## src/rtl/corr_pkg.sv

```systemverilog
// Shared types and constants for the 10-tap correlator frame loader.
// Used by the loader top, its shift registers and the handshake interface.
// Counters are sized to hold 0..CORR_TAPS inclusive.
package corr_pkg;
  localparam int CORR_DATA_W = 4;
  localparam int CORR_TAPS   = 10;
  localparam int CORR_CNT_W  = 4;

  typedef enum logic [1:0] {COEF, FILL, PRESENT} corr_state_t;

  typedef logic [CORR_CNT_W-1:0]                    corr_cnt_t;
  typedef logic [CORR_TAPS-1:0][CORR_DATA_W-1:0]    corr_taps_t;

  localparam corr_cnt_t CORR_FULL = corr_cnt_t'(CORR_TAPS);
  localparam corr_cnt_t CORR_LAST = corr_cnt_t'(CORR_TAPS - 1);
  localparam corr_cnt_t CORR_ONE  = corr_cnt_t'(1);
endpackage

```

## src/rtl/correlation_frame_loader_if.sv

```systemverilog
// Handshake bundle between the sample source, the loader and the correlator.
// slave = loader side; master = source/correlator side (drives s_* inputs and f_ready).
// Element [k] of x/h is tap k; x[0] is the oldest sample, h[0] the first coefficient.
interface correlation_frame_loader_if;
  import corr_pkg::*;

  logic [CORR_DATA_W-1:0] s_data;
  logic                   s_coef;
  logic                   s_valid;
  logic                   s_ready;
  corr_taps_t             x;
  corr_taps_t             h;
  logic                   f_valid;
  logic                   f_ready;
  logic                   coef_ok;
  corr_cnt_t              fill_count;

  modport slave (
    input  s_data, s_coef, s_valid, f_ready,
    output s_ready, x, h, f_valid, coef_ok, fill_count
  );

  modport master (
    output s_data, s_coef, s_valid, f_ready,
    input  s_ready, x, h, f_valid, coef_ok, fill_count
  );
endinterface

```

## src/rtl/corr_shift_reg.sv

```systemverilog
// DEPTH x W shift register, shifting toward index 0 with new data entering at DEPTH-1.
// Latency: one cycle from i_en to o_q; synchronous clear has priority over shift.
// No backpressure: the caller gates i_en.
module corr_shift_reg #(
  parameter int DEPTH = 10,
  parameter int W     = 4
) (
  input  logic                    i_clk,
  input  logic                    i_clr,
  input  logic                    i_en,
  input  logic [W-1:0]            i_din,
  output logic [DEPTH-1:0][W-1:0] o_q
);
  logic [DEPTH-1:0][W-1:0] r_q;

  // Clear or shift one word in at the top; oldest word drops off index 0.
  always_ff @(posedge i_clk) begin
    if (i_clr) begin
      r_q <= '0;
    end else if (i_en) begin
      r_q <= {i_din, r_q[DEPTH-1:1]};
    end
  end

  assign o_q = r_q;
endmodule

```

## src/rtl/correlation_frame_loader.sv

```systemverilog
// Assembles h_0..h_9 and x_0..x_9 from a serial 4-bit stream and presents frames to the correlator.
// Latency: f_valid rises the cycle after the completing data accept; a transfer frees the input next cycle.
// Backpressure: s_ready is low while a frame is presented; data words also wait until all coefficients are loaded.
// Optional: CORR_SLIDING_WINDOW_EN keeps the window full after a transfer so every new sample yields a frame.
module correlation_frame_loader
  import corr_pkg::*;
(
  input  logic                        clock,
  input  logic                        reset,
  correlation_frame_loader_if.slave   bus
);
  corr_state_t r_state, w_state_nxt;
  corr_cnt_t   r_coef_cnt;
  corr_cnt_t   r_fill_cnt;

  logic w_coef_ok;
  logic w_f_valid;
  logic w_s_ready;
  logic w_coef_acc;
  logic w_data_acc;
  logic w_xfer;

  assign w_coef_ok  = (r_coef_cnt == CORR_FULL);
  assign w_f_valid  = (r_state == PRESENT);
  assign w_s_ready  = !w_f_valid && (bus.s_coef || w_coef_ok);
  assign w_coef_acc = bus.s_valid && w_s_ready && bus.s_coef;
  assign w_data_acc = bus.s_valid && w_s_ready && !bus.s_coef;
  assign w_xfer     = w_f_valid && bus.f_ready;

  // State register.
  always_ff @(posedge clock) begin
    if (reset) begin
      r_state <= COEF;
    end else begin
      r_state <= w_state_nxt;
    end
  end

  // Next-state: coefficient reload always falls back to COEF; PRESENT only leaves on a transfer.
  always_comb begin
    w_state_nxt = r_state;
    unique case (r_state)
      COEF: begin
        if (w_coef_acc && (r_coef_cnt == CORR_LAST)) w_state_nxt = FILL;
      end
      FILL: begin
        if (w_coef_acc) begin
          w_state_nxt = COEF;
        end else if (w_data_acc && (r_fill_cnt >= CORR_LAST)) begin
          w_state_nxt = PRESENT;
        end
      end
      PRESENT: begin
        if (w_xfer) w_state_nxt = FILL;
      end
      default: w_state_nxt = COEF;
    endcase
  end

  // Coefficient and window counters; a coefficient arriving after a full set restarts loading.
  always_ff @(posedge clock) begin
    if (reset) begin
      r_coef_cnt <= '0;
      r_fill_cnt <= '0;
    end else if (w_xfer) begin
`ifdef CORR_SLIDING_WINDOW_EN
      r_fill_cnt <= r_fill_cnt;
`else
      r_fill_cnt <= '0;
`endif
    end else if (w_coef_acc) begin
      if (w_coef_ok) begin
        r_coef_cnt <= CORR_ONE;
        r_fill_cnt <= '0;
      end else begin
        r_coef_cnt <= r_coef_cnt + CORR_ONE;
      end
    end else if (w_data_acc) begin
      if (r_fill_cnt != CORR_FULL) r_fill_cnt <= r_fill_cnt + CORR_ONE;
    end
  end

  corr_shift_reg #(.DEPTH(CORR_TAPS), .W(CORR_DATA_W)) u_h_sr (
    .i_clk (clock),
    .i_clr (reset),
    .i_en  (w_coef_acc),
    .i_din (bus.s_data),
    .o_q   (bus.h)
  );

  corr_shift_reg #(.DEPTH(CORR_TAPS), .W(CORR_DATA_W)) u_x_sr (
    .i_clk (clock),
    .i_clr (reset),
    .i_en  (w_data_acc),
    .i_din (bus.s_data),
    .o_q   (bus.x)
  );

  assign bus.s_ready    = w_s_ready;
  assign bus.f_valid    = w_f_valid;
  assign bus.coef_ok    = w_coef_ok;
  assign bus.fill_count = r_fill_cnt;
endmodule

```

## src/flat_wrapper.sv

```systemverilog
// flat-port wrapper written by rule: the top's interface ports become plain ports
module correlation_frame_loader_flat import corr_pkg::*;
  (clock, reset, bus_s_data, bus_s_coef, bus_s_valid, bus_f_ready, bus_s_ready, bus_x, bus_h, bus_f_valid, bus_coef_ok, bus_fill_count);
  correlation_frame_loader_if bus_i ();
  input  logic clock;
  input  logic reset;
  input wire logic [$bits(bus_i.s_data)-1:0] bus_s_data;
  input wire logic [$bits(bus_i.s_coef)-1:0] bus_s_coef;
  input wire logic [$bits(bus_i.s_valid)-1:0] bus_s_valid;
  input wire logic [$bits(bus_i.f_ready)-1:0] bus_f_ready;
  output wire logic [$bits(bus_i.s_ready)-1:0] bus_s_ready;
  output wire logic [$bits(bus_i.x)-1:0] bus_x;
  output wire logic [$bits(bus_i.h)-1:0] bus_h;
  output wire logic [$bits(bus_i.f_valid)-1:0] bus_f_valid;
  output wire logic [$bits(bus_i.coef_ok)-1:0] bus_coef_ok;
  output wire logic [$bits(bus_i.fill_count)-1:0] bus_fill_count;
  assign bus_i.s_data = bus_s_data;
  assign bus_i.s_coef = bus_s_coef;
  assign bus_i.s_valid = bus_s_valid;
  assign bus_i.f_ready = bus_f_ready;
  assign bus_s_ready = bus_i.s_ready;
  assign bus_x = bus_i.x;
  assign bus_h = bus_i.h;
  assign bus_f_valid = bus_i.f_valid;
  assign bus_coef_ok = bus_i.coef_ok;
  assign bus_fill_count = bus_i.fill_count;
  correlation_frame_loader u_core (.clock(clock), .reset(reset), .bus(bus_i));
endmodule
```

## config.mk

```make
export PLATFORM = sky130hd
export DESIGN_NAME = correlation_frame_loader_flat
export DESIGN_NICKNAME = d
export VERILOG_FILES = /design/src/rtl/corr_pkg.sv /design/src/rtl/correlation_frame_loader_if.sv /design/src/rtl/corr_shift_reg.sv /design/src/rtl/correlation_frame_loader.sv /design/src/flat_wrapper.sv
export SDC_FILE = /design/constraint.sdc
export NUM_CORES = 1
export LEC_CHECK = 0
export CAP_MARGIN = 20
export CELL_PAD_IN_SITES_DETAIL_PLACEMENT = 1
export CELL_PAD_IN_SITES_GLOBAL_PLACEMENT = 1
export CORE_MARGIN = 5
export CORE_UTILIZATION = 37
export CTS_CLUSTER_SIZE = 28
export DETAILED_ROUTE_END_ITERATION = 10
export GPL_TIMING_DRIVEN = 0
export MAX_ROUTING_LAYER = met4
export PLACE_DENSITY_LB_ADDON = 0.25
export SKIP_CTS_REPAIR_TIMING = 1
export SYNTH_ARGS = -nofsm -noshare
export SYNTH_HDL_FRONTEND = slang
export SYNTH_SLANG_ARGS = --single-unit
```

## constraint.sdc

```tcl
create_clock -name clock -period 3.37 [get_ports clock]
set_input_delay 0.337 -clock clock [delete_from_list [all_inputs] [get_ports clock]]
set_output_delay 0.337 -clock clock [all_outputs]
set_load 0.05 [all_outputs]
```

==> results of run 1 <==
## per-stage QoR
step                      utilization, %  total power, mW
after floorplan                        -             1.15
after global placement              49.3             1.19
after detailed placement            49.3             1.19
after CTS                           51.3             1.88
after global routing                51.3             1.94
final                               51.3             1.86
## registers in the layout, summed over array words and instances, names as in the netlist
register and flops:
u_core.r_state 2, u_core.bus.fill_count 4, u_core.u_h_sr.o_q 40, u_core.r_coef_cnt 4, u_core.u_x_sr.o_q 40
## layer usage
layer  track usage (%)  vias to the layer above
li1                  -                     1596
met3              4.84                       13
met2              29.9                       65
met5                 -                        -
met4              5.27                        0
met1              21.5                     1517
## worst max path at each step
stage,end,slack (ns),cells after the start
6_report,bus_s_ready,0.84,5
5_1_grt,bus_s_ready,0.76,5
4_1_cts,bus_s_ready,0.83,5
3_5_place_dp,bus_s_ready,0.98,4
3_3_place_gp,bus_s_ready,1.04,4
2_1_floorplan,u_core.bus.fill_count[3],1.35,6
## cells by family after synthesis
kind of cell               Yosys count  share of synthesized area [%]
AOI/OAI and AO/OA                   97                           15.7
xor gates and xnor gates             2                          0.517
adders and majority gates            4                           1.48
buffers and inverters               34                           4.50
DFF                                 90                           53.2
and+or+nand+nor                    197                           24.7
## power groups by stage
| stage | Clock, mW | Combinational, mW | Sequential, mW |
|---|---|---|---|
| 6_report | 0.693 | 0.0963 | 1.07 |
| 5_1_grt | 0.762 | 0.106 | 1.07 |
| 4_1_cts | 0.713 | 0.0980 | 1.07 |
| 3_5_place_dp | 0 | 0.0976 | 1.10 |
| 3_3_place_gp | 0 | 0.0956 | 1.10 |
| 2_1_floorplan | 0 | 0.0475 | 1.11 |
## worst max-delay path: cells and delay by family (launching register included)
family / cells / cell delay, ns
buffers and inverters: 3 / 1.20
flip-flops: 1 / 0.39
AND/OR/NAND/NOR: 2 / 0.25
## cells in the final DEF (no fill, tap or decap), types with 2 or more instances in the layout
master and instances:
nand2_1 168, clkdlybuf4s50_1 94, dfxtp_1 90, a21oi_1 84, clkbuf_1 18, buf_2 10
clkbuf_8 10, nor2_1 8, inv_1 4, nand3_1 4, ha_1 4, clkinv_4 3
nand3b_1 3, o21ai_0 3, nand4_1 2, xnor2_1 2, nor2b_1 2, nor3b_1 2
a31oi_1 2, o2111ai_1 2, inv_6 2
## final cells by class
| cell class | instances | area [sq um] | area share (%) |
|---|---|---|---|
| inverters | 5 | 23.8 | 0.511 |
| clock inverters | 6 | 47.5 | 1.02 |
| multi-input cells | 300 | 1440 | 30.8 |
| well taps | 111 | 139 | 2.98 |
| plain buffers | 29 | 129 | 2.77 |
| clock buffers | 10 | 138 | 2.96 |
| repair buffers | 94 | 941 | 20.2 |
| flip-flops and latches | 90 | 1800 | 38.7 |
==> impl_metrics.csv, run 1 <==
group,metric,value,unit
outcome,status,"finished clean",
power,peakVddDrop,0.193,mV
worst_setup_path,r2r-end,"u_core.bus.fill_count[3]",
detailed_routing,vias,3191,
power,switchingPower,470,uW
timing,fin_ws,0.836,ns
detailed_routing,drt-met1-wl,4320,um
logic_synthesis,synth_top_area_share,53.2,%
timing,hold_slack,0.459,ns
grt,grt_usage,18.0,%
clock_tree,clkSinkCount,90,
timing,drv_slew,0,
detailed_routing,drtIter0Drc,86,
place,place_congestion,0.748,
logic_synthesis,synth_top_cell_by_area,"dfxtp_1",
floorplanning,core.rowCount,35,
logic_synthesis,synth.avg_cell_area,7.99,sq um
worst_setup_path,critPathCaptureType,"primary output",
clock_tree,cts_buffer_depth,2,
timing,finClkSkew,0.0174,ns
detailed_routing,dr_wl_met3,498,um
clock_tree,cts_inserted_buffers,9,
clock_tree,h-tree-depth,3,
detailed_routing,wl,9700,um
logic_synthesis,synth-async-reset-ratio,0,%
cells_and_area,finalInstanceArea,0.00465,sq mm
worst_setup_path,critPathMaxStageDelay,0.83,ns
worst_hold_path,min_from,"u_core.u_h_sr.o_q[0]",
floorplanning,ios,96,
power,swShare,25.2,%
worst_setup_path,slowest_stage,"clkdlybuf4s50_1",
timing,final-hold-violation-count,0,
logic_synthesis,synth-edff-count,0,
worst_setup_path,reg2reg_from,"u_core.bus.fill_count[0]",
clock_tree,root_buffer,"clkbuf_8",
clock_tree,clk_pin_slew_worst_paths,0.10,ns
grt,grt_pass1_wl,16100,um
timing,rsz0062_at_grt,"false",
power,power_density,400,mW/mm^2
cells_and_area,syn2layout_area_growth,37.3,%
detailed_routing,ant_nets,0,
grt,grt-ovfl-total,0,
detailed_routing,avgViaCountPerCell,4.95,
timing,tns,0,ns
place,dp_hpwl,7290,um
worst_setup_path,r2r_setup_slack,1.49,ns
detailed_routing,drc,0,
power,power.leakage,1.50,nW
floorplanning,die_w,106,um
cells_and_area,fin_nets,542,
place,place_area,0.00447,sq mm
worst_setup_path,path_cells,"nand2b_1, buf_2, inv_1, nor2_1, clkdlybuf4s50_1",
logic_synthesis,yosysWarnings,0,
logic_synthesis,yosysSeqAreaShare,53.2,%
worst_setup_path,crit_path_start,"u_core.r_state[0]",
cells_and_area,antenna_cells,0,
detailed_routing,drtPass1Iterations,4,
worst_setup_path,worstPathArrival,2.20,ns
worst_hold_path,holdCritPathClass,"reg -> reg",
worst_setup_path,cp-start-kind,"flip-flop",
power,power.internal,1.39,mW
timing,max_clock_freq,395,MHz
logic_synthesis,syn_area,0.00339,sq mm
timing,setup_viol,0,
floorplanning,core,0.00906,sq mm
place,placed_cells,629,
cells_and_area,nFillCells,1140,
logic_synthesis,yosysMostFrequentCell,"nand2_1",
power,seqPwrFrac,57.6,%
worst_setup_path,cp.required,3.03,ns
detailed_routing,routed-wl-met2,4760,um
logic_synthesis,synth_cells,424,
clock_tree,cts_tree,"yes",
detailed_routing,wire_per_inst,15.0,um
worst_hold_path,hold_depth,2,
cells_and_area,fin_cells,645,
floorplanning,start_util,37.4,%
logic_synthesis,synthTopCellsByArea,"dfxtp_1 53%, nand2_1 19%, a21oi_1 12%, clkbuf_1 2.0%, buf_2 1.5%",
grt,antenna_found_initial,0,
logic_synthesis,ys_ff_latch,90,
detailed_routing,routed.top_layer,"met4",
worst_hold_path,whs_endpoint,"u_core.u_h_sr.o_q[0]",
job,maxCapViolCount,0,
worst_setup_path,path_max_fanout,9,
floorplanning,fp.dieH,106,um
floorplanning,die_area,0.0112,sq mm
cells_and_area,drive_above_1_share,5.99,%
clock_tree,clock_latency,0.36,ns
logic_synthesis,synth_nets,437,
worst_setup_path,crit_type,"reg -> out",
worst_setup_path,worst-r2r-cell-count,6,
power,combPwrFrac,5.2,%
grt,grt_max_degree,17,
timing,tightest_slew,0.556,ns
timing,slew_headroom,62.8,%
power,clock_power_share,37.3,%
logic_synthesis,ys_types,33,
place,preCtsSetupSlack,0.980,ns
logic_synthesis,synthTopCellsByCount,"168 x nand2_1, 90 x dfxtp_1, 84 x a21oi_1",
logic_synthesis,yosys_most_used_dff,"dfxtp_1",
timing,finalCriticalPeriod,2.53,ns
grt,grt_pass1_vias,3254,
place,port_buffers,94,
timing,period_share,75.2,%
Power figures use the tool's default switching activity.
==> inputs of run 2 (changes only) <==
CORE_UTILIZATION = 31   (was 37)
clock period = 2.3 ns   (was 3.37 ns; I/O delays follow)
==> impl_metrics.csv, run 2 (synthesized netlist as in run 1, its figures left out) <==
group,metric,value,unit
worst_setup_path,worstPathArrival,1.94,ns
worst_setup_path,cp-start-kind,"flip-flop",
timing,final-hold-violation-count,0,
clock_tree,clock_latency,0.35,ns
grt,grt_usage,15.4,%
worst_setup_path,crit_type,"reg -> out",
worst_hold_path,holdCritPathClass,"in -> reg",
clock_tree,root_buffer,"clkbuf_8",
detailed_routing,vias,3135,
floorplanning,core,0.0108,sq mm
place,preCtsSetupSlack,0.142,ns
cells_and_area,final_common_cell,"nand2_1",
worst_setup_path,cp.required,2.07,ns
outcome,status,"finished clean",
grt,grt_pass1_wl,15700,um
timing,setup_viol,0,
grt,grt_pass1_vias,3118,
timing,drv_slew,0,
power,p_total,2.81,mW
clock_tree,clkSinkCount,90,
clock_tree,cts_inserted_buffers,9,
timing,fin_ws,0.133,ns
floorplanning,core.rowCount,38,
place,port_buffers,94,
place,place_area,0.00451,sq mm
cells_and_area,drive_above_1_share,5.99,%
grt,antenna_found_initial,0,
place,placed_cells,658,
detailed_routing,drtIter0Drc,101,
clock_tree,clk_pin_slew_worst_paths,0.10,ns
cells_and_area,fin_cells,674,
timing,finClkSkew,0.0141,ns
worst_setup_path,path_max_fanout,9,
clock_tree,h-tree-depth,3,
timing,finalCriticalPeriod,2.17,ns
timing,slew_headroom,60.9,%
floorplanning,start_util,31.4,%
place,place_congestion,0.749,
floorplanning,ios,96,
floorplanning,fp.dieH,115,um
detailed_routing,avgViaCountPerCell,4.65,
timing,tightest_slew,0.587,ns
floorplanning,die_w,115,um
clock_tree,cts_buffer_depth,2,
clock_tree,cts_tree,"yes",
cells_and_area,nFillCells,1289,
floorplanning,die_area,0.0131,sq mm
detailed_routing,drtPass1Iterations,6,
worst_setup_path,critPathCaptureType,"primary output",
cells_and_area,fin_nets,542,
cells_and_area,antenna_cells,0,
detailed_routing,wire_per_inst,14.5,um
power,peakVddDrop,0.240,mV
power,power.leakage,1.53,nW
job,maxCapViolCount,0,
grt,grt_max_degree,17,
timing,hold_slack,0.453,ns
place,dp_hpwl,7250,um
detailed_routing,ant_nets,0,
timing,period_share,94.2,%
timing,tns,0,ns
power,power_density,596,mW/mm^2
detailed_routing,wl,9800,um
detailed_routing,drc,0,
grt,grt-ovfl-total,0,
timing,rsz0062_at_grt,"false",
cells_and_area,finalInstanceArea,0.00471,sq mm
timing,max_clock_freq,461,MHz
cells_and_area,syn2layout_area_growth,39.0,%
cells_and_area,final_cell_mix,"168 x nand2_1, 92 x clkdlybuf4s50_1, 90 x dfxtp_1",
cells_and_area,final_util,43.7,%
-- run 2: power breakdown --
group          leakage (nW)  total (mW)  internal [mW]  switching, mW
logic                 0.708       0.141         0.0431         0.0983
registers             0.725        1.57           1.56        0.00605
clock network        0.0998        1.10          0.510          0.586
-- run 2: metal layers --
layer  share of wire, %  wire length (um)  track usage, %
met5                  0                 0               -
met4               0.54                53            4.28
met3                5.8               572            4.65
met2                 47              4650            24.6
met1                 46              4530            18.8
-- run 2: final timing paths --
check | end | start | slack, ns | cells after the start
max | bus_coef_ok | u_core.r_coef_cnt[0] | 0.13 | 4
min | u_core.u_x_sr.o_q[39] | bus_s_data[3] | 0.45 | 3
max reg2reg | u_core.bus.fill_count[3] | u_core.bus.fill_count[0] | 0.47 | 6
min reg2reg | u_core.u_h_sr.o_q[0] | u_core.u_h_sr.o_q[0] | 0.46 | 2
-- run 2: layout make-up --
class	instances	area [sq um]	share of cell area (%)
clock buffers	9	124	2.63
plain buffers	29	129	2.74
clock inverters	7	77.6	1.65
multi-input cells	300	1440	30.5
well taps	140	175	3.72
flip-flops and latches	90	1800	38.2
repair buffers	94	946	20.1
inverters	5	23.8	0.505
-- run 2: critical path, stage by stage (launching register included) --
cell and delay [ns]:
dfxtp_1 0.31, buf_6 0.13, nand4bb_4 0.24, clkinv_4 0.11
clkdlybuf4s50_1 0.80
==> inputs of run 3 (changes only) <==
SETUP_SLACK_MARGIN = 0.3   (was unset)
==> impl_metrics.csv, run 3 (synthesized netlist as in run 1, its figures left out) <==
group,metric,value,unit
outcome,status,"finished clean",
grt,grt_pass1_vias,3239,
power,peakVddDrop,0.282,mV
worst_hold_path,hold_depth,2,
power,power_density,572,mW/mm^2
cells_and_area,seq_area,0.00180,sq mm
cells_and_area,final_common_cell,"nand2_1",
clock_tree,root_buffer,"clkbuf_8",
worst_setup_path,crit_type,"reg -> out",
cells_and_area,syn2layout_area_growth,38.4,%
floorplanning,ios,96,
cells_and_area,fin_cells,674,
worst_setup_path,crit_path_start,"u_core.r_state[0]",
floorplanning,fp.dieH,115,um
place,placed_cells,658,
timing,tightest_slew,0.551,ns
cells_and_area,multi_input_area,0.00144,sq mm
floorplanning,die_area,0.0131,sq mm
clock_tree,cts_inserted_buffers,9,
timing,finalCriticalPeriod,1.95,ns
clock_tree,h-tree-depth,3,
timing,slew_headroom,63.1,%
detailed_routing,wire_per_inst,14.4,um
detailed_routing,avgViaCountPerCell,4.72,
detailed_routing,drc,0,
worst_setup_path,worstPathArrival,1.72,ns
timing,rsz0062_at_grt,"true",
clock_tree,clock_latency,0.35,ns
floorplanning,start_util,31.4,%
floorplanning,die_w,115,um
worst_setup_path,cp-start-kind,"flip-flop",
place,dp_hpwl,7180,um
worst_setup_path,path_max_fanout,9,
cells_and_area,fin_nets,543,
worst_setup_path,path_cells,"nand2b_1, buf_2, inv_1, nor2_1, dlymetal6s2s_1",
cells_and_area,antenna_cells,0,
timing,max_clock_freq,513,MHz
timing,setup_viol,0,
worst_hold_path,holdCritPathClass,"reg -> reg",
timing,tns,0,ns
detailed_routing,drtPass1Iterations,4,
grt,antenna_found_initial,0,
detailed_routing,drtIter0Drc,89,
floorplanning,core,0.0108,sq mm
place,place_congestion,0.733,
clock_tree,clk_pin_slew_worst_paths,0.09,ns
timing,drv_slew,0,
timing,final-hold-violation-count,0,
worst_setup_path,critPathMaxStageDelay,0.42,ns
cells_and_area,drive_above_1_share,6.18,%
clock_tree,clkSinkCount,90,
worst_setup_path,critPathCaptureType,"primary output",
detailed_routing,wl,9700,um
clock_tree,cts_tree,"yes",
timing,finClkSkew,0.00768,ns
grt,grt_usage,15.7,%
place,port_buffers,94,
worst_setup_path,slowest_stage,"dlymetal6s2s_1",
clock_tree,cts_buffer_depth,2,
worst_setup_path,reg2reg_from,"u_core.r_state[0]",
cells_and_area,nFillCells,1323,
worst_setup_path,cp.required,2.07,ns
worst_setup_path,worst-r2r-cell-count,8,
job,maxCapViolCount,0,
cells_and_area,final_cell_mix,"168 x nand2_1, 91 x clkdlybuf4s50_1, 89 x dfxtp_1",
power,power.leakage,1.54,nW
grt,grt_max_degree,16,
grt,grt_pass1_wl,16000,um
floorplanning,core.rowCount,38,
detailed_routing,vias,3184,
worst_hold_path,min_from,"u_core.u_x_sr.o_q[0]",
grt,grt-ovfl-total,0,
detailed_routing,ant_nets,0,
timing,period_share,84.8,%
run 3: cell types whose count changed in the layout (fill, tap and decap cells not counted), sizes merged:
cell and change:
bufinv -1, clkbuf +1, clkdlybuf4s50 -1, clkinv -1
clkinvlp +1, dlymetal6s2s +1
run 3: area by class of cell:
class	instances	share of cell area [%]
flip-flops and latches	90	38.4
multi-input cells	300	30.6
repair buffers	95	20.4
well taps	140	3.73
plain buffers	29	2.80
clock buffers	9	2.64
clock inverters	6	0.907
inverters	5	0.507
run 3: critical path: cells and delay by family (launching register included):
| family | cells | cell delay [ns] |
|---|---|---|
| DFF | 1 | 0.38 |
| and+or+nand+nor | 2 | 0.22 |
| buffers and inverters | 3 | 0.76 |
run 3: path summary, 6_finish.rpt:
kind,endpoint,slack (ns)
setup reg to reg,u_core.u_x_sr.o_q[5],0.53
hold / removal,u_core.u_x_sr.o_q[0],0.46
hold reg to reg,u_core.u_x_sr.o_q[0],0.46
setup / recovery,bus_s_ready,0.35
run 3: layer usage:
| layer | up-vias | GRT usage [%] | wire length, um | part of all wire (%) |
|---|---|---|---|---|
| li1 | 1601 | - | - | - |
| met1 | 1514 | 18.8 | 4390 | 45 |
| met2 | 63 | 25.9 | 4680 | 48 |
| met3 | 6 | 5.02 | 567 | 5.8 |
| met4 | 0 | 3.33 | 74 | 0.76 |
| met5 | - | - | 0 | 0 |
run 3: metrics by stage:
| stage | worst slack, ns | area (sq um) | util, % | total power, mW | hold slack (ns) |
|---|---|---|---|---|---|
| 3_3_place_gp | 0.183 | 4510 | 41.8 | 1.75 | 0.442 |
| 3_5_place_dp | 0.163 | 4510 | 41.8 | 1.75 | 0.450 |
| 4_1_cts | -0.0854 | 4670 | 43.3 | 2.72 | 0.456 |
| 6_report | 0.350 | 4690 | 43.5 | 2.68 | 0.456 |
| 5_1_grt | 0.157 | 4690 | 43.5 | 2.79 | 0.470 |
| 2_1_floorplan | 0.437 | 3390 | - | 1.69 | 0.366 |
run 3: power by group:
group / internal (mW) / switching [mW] / leakage [nW]
clock: 0.389 / 0.582 / 0.0815
combinational: 0.0431 / 0.0972 / 0.732
sequential: 1.56 / 0.00611 / 0.726
total: 2.00 / 0.685 / 1.54
